<file path="src/rtl/stopwatch_lap_if.sv">
// Control and display bundle between the stopwatch core and its user.
// The user side drives the one-cycle control pulses and reads BCD digits
// plus status flags. The core side does the reverse.
interface stopwatch_lap_if;
    logic       start_resume;
    logic       stop;
    logic       clear;
    logic       lap;
    logic [3:0] min1;
    logic [3:0] min0;
    logic [3:0] sec1;
    logic [3:0] sec0;
    logic [3:0] milSec0;
    logic       running;
    logic       lap_hold;
    logic       overflow;

    modport master (
        output start_resume, stop, clear, lap,
        input  min1, min0, sec1, sec0, milSec0, running, lap_hold, overflow
    );

    modport slave (
        input  start_resume, stop, clear, lap,
        output min1, min0, sec1, sec0, milSec0, running, lap_hold, overflow
    );
endinterface

</file>
<file path="src/rtl/stopwatch_lap.sv">
// Single-clock BCD stopwatch with a tenths-of-a-second prescaler, a
// start/run/pause state machine, a lap (split) freeze and a choice of wrap
// or saturate behaviour at the maximum count. Every digit advances on the
// one system clock through a tick enable, so no derived clocks exist.
module stopwatch_lap #(
    parameter int unsigned TICK_DIV     = 5000000,
    parameter int unsigned MIN_TENS_MOD = 6,
    parameter int unsigned SATURATE     = 0
) (
    input  logic           clk,
    input  logic           reset,
    stopwatch_lap_if.slave bus
);

    // A single-cycle period still needs a one-bit prescaler to keep widths legal
    localparam int unsigned PW = (TICK_DIV > 1) ? $clog2(TICK_DIV) : 1;
    localparam logic [PW-1:0] PRESC_LAST = PW'(TICK_DIV - 1);
    localparam logic [3:0] MIN1_MAX = 4'(MIN_TENS_MOD - 1);
    localparam bit SAT = (SATURATE != 0);

    typedef enum logic [1:0] {
        IDLE  = 2'd0,
        RUN   = 2'd1,
        PAUSE = 2'd2
    } state_t;

    state_t        state_q;
    state_t        state_n;
    logic [PW-1:0] presc_q;
    logic [PW-1:0] presc_n;
    logic          running_q;
    logic          overflow_q;
    logic          lap_hold_q;

    logic [3:0] min1_q, min0_q, sec1_q, sec0_q, milsec0_q;
    logic [3:0] min1_n, min0_n, sec1_n, sec0_n, milsec0_n;
    logic [3:0] lap_min1, lap_min0, lap_sec1, lap_sec0, lap_milsec0;

    logic tick;
    logic at_max;

    // The prescaler only advances in RUN when no stop is pending, so a stop
    // that coincides with the terminal count suppresses the tick entirely
    assign tick = (state_q == RUN) && !bus.stop && (presc_q == PRESC_LAST);

    assign at_max = (min1_q == MIN1_MAX) && (min0_q == 4'd9) &&
                    (sec1_q == 4'd5) && (sec0_q == 4'd9) &&
                    (milsec0_q == 4'd9);

    // Next prescaler value: count in RUN, hold everywhere else
    always_comb begin
        presc_n = presc_q;
        if ((state_q == RUN) && !bus.stop) begin
            if (presc_q == PRESC_LAST) begin
                presc_n = '0;
            end else begin
                presc_n = presc_q + PW'(1);
            end
        end
    end

    // Next digit values: ripple the carry through the BCD chain in one step;
    // the wrap at the maximum falls out naturally, saturation holds instead
    always_comb begin
        min1_n    = min1_q;
        min0_n    = min0_q;
        sec1_n    = sec1_q;
        sec0_n    = sec0_q;
        milsec0_n = milsec0_q;
        if (tick && !(SAT && at_max)) begin
            if (milsec0_q == 4'd9) begin
                milsec0_n = 4'd0;
                if (sec0_q == 4'd9) begin
                    sec0_n = 4'd0;
                    if (sec1_q == 4'd5) begin
                        sec1_n = 4'd0;
                        if (min0_q == 4'd9) begin
                            min0_n = 4'd0;
                            if (min1_q == MIN1_MAX) begin
                                min1_n = 4'd0;
                            end else begin
                                min1_n = min1_q + 4'd1;
                            end
                        end else begin
                            min0_n = min0_q + 4'd1;
                        end
                    end else begin
                        sec1_n = sec1_q + 4'd1;
                    end
                end else begin
                    sec0_n = sec0_q + 4'd1;
                end
            end else begin
                milsec0_n = milsec0_q + 4'd1;
            end
        end
    end

    // Next state: clear beats stop beats start_resume; a saturated overflow
    // parks the watch in PAUSE until clear or reset
    always_comb begin
        state_n = state_q;
        case (state_q)
            IDLE: begin
                if (bus.start_resume && !bus.stop) begin
                    state_n = RUN;
                end
            end
            RUN: begin
                if (bus.stop) begin
                    state_n = PAUSE;
                end else if (SAT && tick && at_max) begin
                    state_n = PAUSE;
                end
            end
            PAUSE: begin
                if (bus.start_resume && !bus.stop && !(SAT && overflow_q)) begin
                    state_n = RUN;
                end
            end
            default: state_n = IDLE;
        endcase
        if (bus.clear) begin
            state_n = IDLE;
        end
    end

    // State, prescaler, live digits and status flags
    always_ff @(posedge clk or negedge reset) begin
        if (!reset) begin
            state_q    <= IDLE;
            presc_q    <= '0;
            running_q  <= 1'b0;
            overflow_q <= 1'b0;
            min1_q     <= 4'd0;
            min0_q     <= 4'd0;
            sec1_q     <= 4'd0;
            sec0_q     <= 4'd0;
            milsec0_q  <= 4'd0;
        end else if (bus.clear) begin
            state_q    <= IDLE;
            presc_q    <= '0;
            running_q  <= 1'b0;
            overflow_q <= 1'b0;
            min1_q     <= 4'd0;
            min0_q     <= 4'd0;
            sec1_q     <= 4'd0;
            sec0_q     <= 4'd0;
            milsec0_q  <= 4'd0;
        end else begin
            state_q    <= state_n;
            presc_q    <= presc_n;
            running_q  <= (state_n == RUN);
            if (tick && at_max) begin
                overflow_q <= 1'b1;
            end
            min1_q    <= min1_n;
            min0_q    <= min0_n;
            sec1_q    <= sec1_n;
            sec0_q    <= sec0_n;
            milsec0_q <= milsec0_n;
        end
    end

    // Lap freeze: capture the pre-tick live digits in RUN, release on any
    // later lap pulse regardless of state
    always_ff @(posedge clk or negedge reset) begin
        if (!reset) begin
            lap_hold_q  <= 1'b0;
            lap_min1    <= 4'd0;
            lap_min0    <= 4'd0;
            lap_sec1    <= 4'd0;
            lap_sec0    <= 4'd0;
            lap_milsec0 <= 4'd0;
        end else if (bus.clear) begin
            lap_hold_q  <= 1'b0;
            lap_min1    <= 4'd0;
            lap_min0    <= 4'd0;
            lap_sec1    <= 4'd0;
            lap_sec0    <= 4'd0;
            lap_milsec0 <= 4'd0;
        end else if (bus.lap) begin
            if (lap_hold_q) begin
                lap_hold_q <= 1'b0;
            end else if (state_q == RUN) begin
                lap_hold_q  <= 1'b1;
                lap_min1    <= min1_q;
                lap_min0    <= min0_q;
                lap_sec1    <= sec1_q;
                lap_sec0    <= sec0_q;
                lap_milsec0 <= milsec0_q;
            end
        end
    end

    // Display mux driven purely from registers
    assign bus.min1     = lap_hold_q ? lap_min1    : min1_q;
    assign bus.min0     = lap_hold_q ? lap_min0    : min0_q;
    assign bus.sec1     = lap_hold_q ? lap_sec1    : sec1_q;
    assign bus.sec0     = lap_hold_q ? lap_sec0    : sec0_q;
    assign bus.milSec0  = lap_hold_q ? lap_milsec0 : milsec0_q;
    assign bus.running  = running_q;
    assign bus.lap_hold = lap_hold_q;
    assign bus.overflow = overflow_q;

endmodule
</file>
<file path="src/flat_wrapper.sv">
// flat-port wrapper written by rule: the top's interface ports become plain ports
module stopwatch_lap_flat 
#(
    parameter int unsigned TICK_DIV     = 5000000,
    parameter int unsigned MIN_TENS_MOD = 6,
    parameter int unsigned SATURATE     = 0
)
  (clk, reset, bus_start_resume, bus_stop, bus_clear, bus_lap, bus_min1, bus_min0, bus_sec1, bus_sec0, bus_milSec0, bus_running, bus_lap_hold, bus_overflow);
  stopwatch_lap_if bus_i ();
  input  logic clk;
  input  logic reset;
  input wire logic [$bits(bus_i.start_resume)-1:0] bus_start_resume;
  input wire logic [$bits(bus_i.stop)-1:0] bus_stop;
  input wire logic [$bits(bus_i.clear)-1:0] bus_clear;
  input wire logic [$bits(bus_i.lap)-1:0] bus_lap;
  output wire logic [$bits(bus_i.min1)-1:0] bus_min1;
  output wire logic [$bits(bus_i.min0)-1:0] bus_min0;
  output wire logic [$bits(bus_i.sec1)-1:0] bus_sec1;
  output wire logic [$bits(bus_i.sec0)-1:0] bus_sec0;
  output wire logic [$bits(bus_i.milSec0)-1:0] bus_milSec0;
  output wire logic [$bits(bus_i.running)-1:0] bus_running;
  output wire logic [$bits(bus_i.lap_hold)-1:0] bus_lap_hold;
  output wire logic [$bits(bus_i.overflow)-1:0] bus_overflow;
  assign bus_i.start_resume = bus_start_resume;
  assign bus_i.stop = bus_stop;
  assign bus_i.clear = bus_clear;
  assign bus_i.lap = bus_lap;
  assign bus_min1 = bus_i.min1;
  assign bus_min0 = bus_i.min0;
  assign bus_sec1 = bus_i.sec1;
  assign bus_sec0 = bus_i.sec0;
  assign bus_milSec0 = bus_i.milSec0;
  assign bus_running = bus_i.running;
  assign bus_lap_hold = bus_i.lap_hold;
  assign bus_overflow = bus_i.overflow;
  stopwatch_lap #(.TICK_DIV(TICK_DIV), .MIN_TENS_MOD(MIN_TENS_MOD), .SATURATE(SATURATE)) u_core (.clk(clk), .reset(reset), .bus(bus_i));
endmodule
</file>
<file path="config.mk">
export PLATFORM = sky130hd
export DESIGN_NAME = stopwatch_lap_flat
export DESIGN_NICKNAME = d
export VERILOG_FILES = /design/src/rtl/stopwatch_lap_if.sv /design/src/rtl/stopwatch_lap.sv /design/src/flat_wrapper.sv
export SDC_FILE = /design/constraint.sdc
export NUM_CORES = 1
export LEC_CHECK = 0
export BUFFER_PORTS_ARGS = -buffer_cell sky130_fd_sc_hd__buf_2
export CORE_MARGIN = 8
export CORE_UTILIZATION = 45
export DETAILED_ROUTE_END_ITERATION = 10
export PLACE_DENSITY_LB_ADDON = 0.08
export SLEW_MARGIN = 10
export SYNTH_ARGS = -nofsm -noshare
export SYNTH_HDL_FRONTEND = slang
export SYNTH_SLANG_ARGS = --single-unit
</file>
<file path="constraint.sdc">
create_clock -name clk -period 6.2 [get_ports clk]
set_input_delay 1.86 -clock clk [delete_from_list [all_inputs] [get_ports clk]]
set_output_delay 1.86 -clock clk [all_outputs]
set_load 0.02 [all_outputs]
</file>
==> results by group <==
Drt
  • Number of iterations in the first detailed-routing pass: 4
  • Routed vias: between 3,000 and 4,000
  • Post-Route WL: 8370 um
  • Number of DRC markers after the initial detailed-route iteration: 120
  • Vias per Instance: 5.57
  • Residual DRC count: 0
  • Final antenna-violating net count: 0
  • Routed wire per std cell: 15.2 um

Placed design
  • DP Wirelength: 5530 um
  • Port Buffer Count: 28
  • Final GP Congestion: just over 0.8
  • Post-placement cell area: around 3900 um^2
  • Setup slack after placement: about 2 ns

Worst setup path
  • Startpoint Class: register
  • Crit. Startpoint: u_core.bus.lap_hold$_DFFE_PN0P_
  • Critical path fanouts, max: 31
  • Setup CP Type: register to primary output
  • Critical R2R Launch: u_core.state_q[0]$_DFF_PN0_
  • Endpoint required time on the critical path: roughly 4.3 ns
  • Endpoint of the most critical register-to-register path: u_core.presc_q[12]$_DFFE_PN0P_
  • Reg-to-reg setup timing slack: 3.64 ns
  • Depth of the worst register-to-register path: 5
  • Destination of the critical timing path: bus_milSec0[3]
  • CP endpoint kind: primary output
  • Arrival time of the worst setup path: 1.99 ns

Synth
  • Async set-or-reset flop fraction in the synthesized netlist: 1.00
  • Average footprint of a synthesized cell: between 8 and 9 um^2
  • Cell type with the highest aggregate area in the netlist: dfrtp_1
  • Most frequently used flop master after synthesis: dfrtp_1
  • Count of yosys warnings during synthesis: 0
  • EDFF count, synth: 0
  • Cell area after synthesis: 3730 um^2
  • Sequential area share after synthesis: 0.456
  • Most frequently used cell type in the post-synthesis netlist: nand2_1
  • Number of distinct library cell variants in the gate-level netlist after synthesis: between 40 and 50
  • Cells after synthesis: 419
  • Commonest cells post-synth: 71 x nand2_1, 68 x dfrtp_1, 42 x nor2_1, 35 x a21oi_1, 32 x nand3_1
  • Seq cells post-synth: 68
  • Total nets after synthesis: 436
  • Area share of the largest cell type after synthesis: 0.456
  • Synth area leaders: dfrtp_1 46%, nand2_1 7.1%, a21oi_1 4.7%

CTS
  • Maximum root-to-sink buffer count: 2
  • Clock-pin slew of the registers on the worst-case setup and hold paths: 0.08 ns
  • Worst skew pair latency: approximately 0.35 ns
  • Number of levels the H-tree was split into: 3
  • Clock sinks: 68
  • CTS tree: built
  • Clk root buf: clkbuf_8
  • Post-CTS Hold Fix Bufs: 0
  • Post-CTS setup-driven buffer insertion count: 0
  • Post-CTS Resized: 0
  • CTS buffer count: 9

Pwr
  • Power density cells: ~220 nW/um^2
  • Overall power of the completed layout: approximately 0.90 mW
  • Leakage power: 1.88 nW
  • Maximum resistive drop on vdd: approximately 0.097 mV

Status
  • Result of the run: finished clean

GRT
  • Number of global-route vias before repair: 2,942
  • All-Layer GR Usage: 0.153
  • Initial antenna violation count: 0
  • First-pass GRT wire length: around 14,000 um
  • Total gr overflow: 0
  • Largest net degree at the start of global routing: around 70

Timing
  • Max-slew violations: 0
  • Min setup slack post-route: roughly 2.4 ns
  • Post-route minimum period: 3.85 ns
  • Tightest hold margin: 0.522 ns
  • Endpoints failing hold: 0
  • Final worst-path cycle share: 0.620
  • Worst slew margin relative to its limit: 0.287
  • Setup repair after global routing missed its margin: false
  • Final count of negative-setup-slack endpoints: 0
  • Worst Clk Skew: roughly 0.011 ns
  • Final TNS setup: 0 ns
  • Transition time at the pin with the least slew margin: 1.07 ns
  • Maximum clock rate: 260 MHz

Job
  • Number of violations of the max-capacitance limit: 0

Finish
  • Final design area excluding fillers: 4170 um^2
  • Number of nets at the end of the flow: ~460
  • Diodes inserted: 0
  • Layout area overhead: 11.7%
  • Layout cell share with drive strength beyond 1: 0.150

Floorplan
  • Die footprint: between 10,000 and 15,000 um^2
  • Initial Utilization: 0.458
  • Placement Rows: 33
  • Die span in y: 107 um
  • Boundary Pins: 29
  • Die W: 107 um
  • Core area: 8130 um^2

Hold path
  • Hold Path Class: register to register
==> cell type report <==
type / count / area [um^2]
clock inverters: 6 / 87.6
repair buffers: 31 / 163
multi-input cells: 319 / 1900
fillers: 768 / 3970
flip-flops and latches: 68 / 1700
clock buffers: 10 / 138
well taps: 105 / 131
inverters: 12 / 45.0
==> worst min-delay path by stage <==
stage,startpoint,to,slack (ns),cells after the start
2_1_floorplan,u_core.min1_q[3]$_DFFE_PN0P_,u_core.min1_q[3]$_DFFE_PN0P_,0.47,1
3_3_place_gp,u_core.lap_min1[2]$_DFFE_PN0P_,u_core.lap_min1[2]$_DFFE_PN0P_,0.51,2
3_5_place_dp,u_core.lap_sec1[0]$_DFFE_PN0P_,u_core.lap_sec1[0]$_DFFE_PN0P_,0.52,2
4_1_cts,u_core.lap_milsec0[3]$_DFFE_PN0P_,u_core.lap_milsec0[3]$_DFFE_PN0P_,0.53,2
5_1_grt,u_core.lap_min0[3]$_DFFE_PN0P_,u_core.lap_min0[3]$_DFFE_PN0P_,0.54,2
6_report,u_core.lap_min0[3]$_DFFE_PN0P_,u_core.lap_min0[3]$_DFFE_PN0P_,0.52,2
==> report_power, final <==
part	leakage, nW	total, mW	internal, mW	switching (mW)
clock network	0.105	0.414	0.237	0.177
logic	0.824	0.0361	0.00831	0.0277
registers	0.947	0.454	0.447	0.00713
total	1.88	0.904	0.692	0.212
==> worst max-delay path: stages, from the launching register on <==
cell	delay (ns)
dfrtp_1	1.05
mux2_2	0.43
buf_2	0.16
==> through the flow <==
stage,util,instances
final,0.512,551
after global routing,0.512,551
after CTS,0.512,551
after detailed placement,0.484,535
after global placement,0.484,535
after floorplan,-,419
==> sequential cells by signal, summed over array words and instances (netlist names) <==
name	count
u_core.presc_q	23
u_core.lap_milsec0	4
u_core.lap_min0	4
u_core.lap_min1	4
u_core.lap_sec0	4
u_core.lap_sec1	4
u_core.milsec0_q	4
u_core.min0_q	4
u_core.min1_q	4
u_core.sec0_q	4
u_core.sec1_q	4
u_core.state_q	2
u_core.bus.lap_hold	1
u_core.bus.overflow	1
u_core.bus.running	1
==> cell usage in the layout, fill, tap and decap left out, drive strengths merged, types with 4 or more instances in the layout <==
cell type	synthesis	layout
nor3	4	4
nand4	9	9
o21ai	19	19
nand3	32	32
xor2	12	12
or4b	4	4
nand2	72	72
and3	8	8
inv	12	12
mux2i	6	6
clkbuf	15	10
ha	11	11
nor4	6	6
a31oi	4	4
dfrtp	68	68
mux2	14	14
nor2	42	42
nand3b	7	7
o311ai	4	4
buf	5	31
a21oi	35	35
==> logic make-up (layout without fill, tap and decap cells) <==
| logic type | Yosys count | in the layout | synth area share |
|---|---|---|---|
| AO/OA/AOI/OAI | 77 | 77 | 0.121 |
| XOR/XNOR | 13 | 13 | 0.0305 |
| adder cells (fa/ha/maj) | 11 | 11 | 0.0369 |
| buffers and inverters | 32 | 59 | 0.0342 |
| flip-flops | 68 | 68 | 0.456 |
| multiplexers | 20 | 20 | 0.0584 |
| AND/OR/NAND/NOR | 198 | 198 | 0.262 |
==> metal layers <==
layer,part of all wire,GRT usage,routed length [um]
met5,0,0,0
met4,0.020,0.0683,166
met3,0.036,0.0288,304
met2,0.48,0.252,4040
met1,0.46,0.189,3860
(Power assumes the default switching activity.)
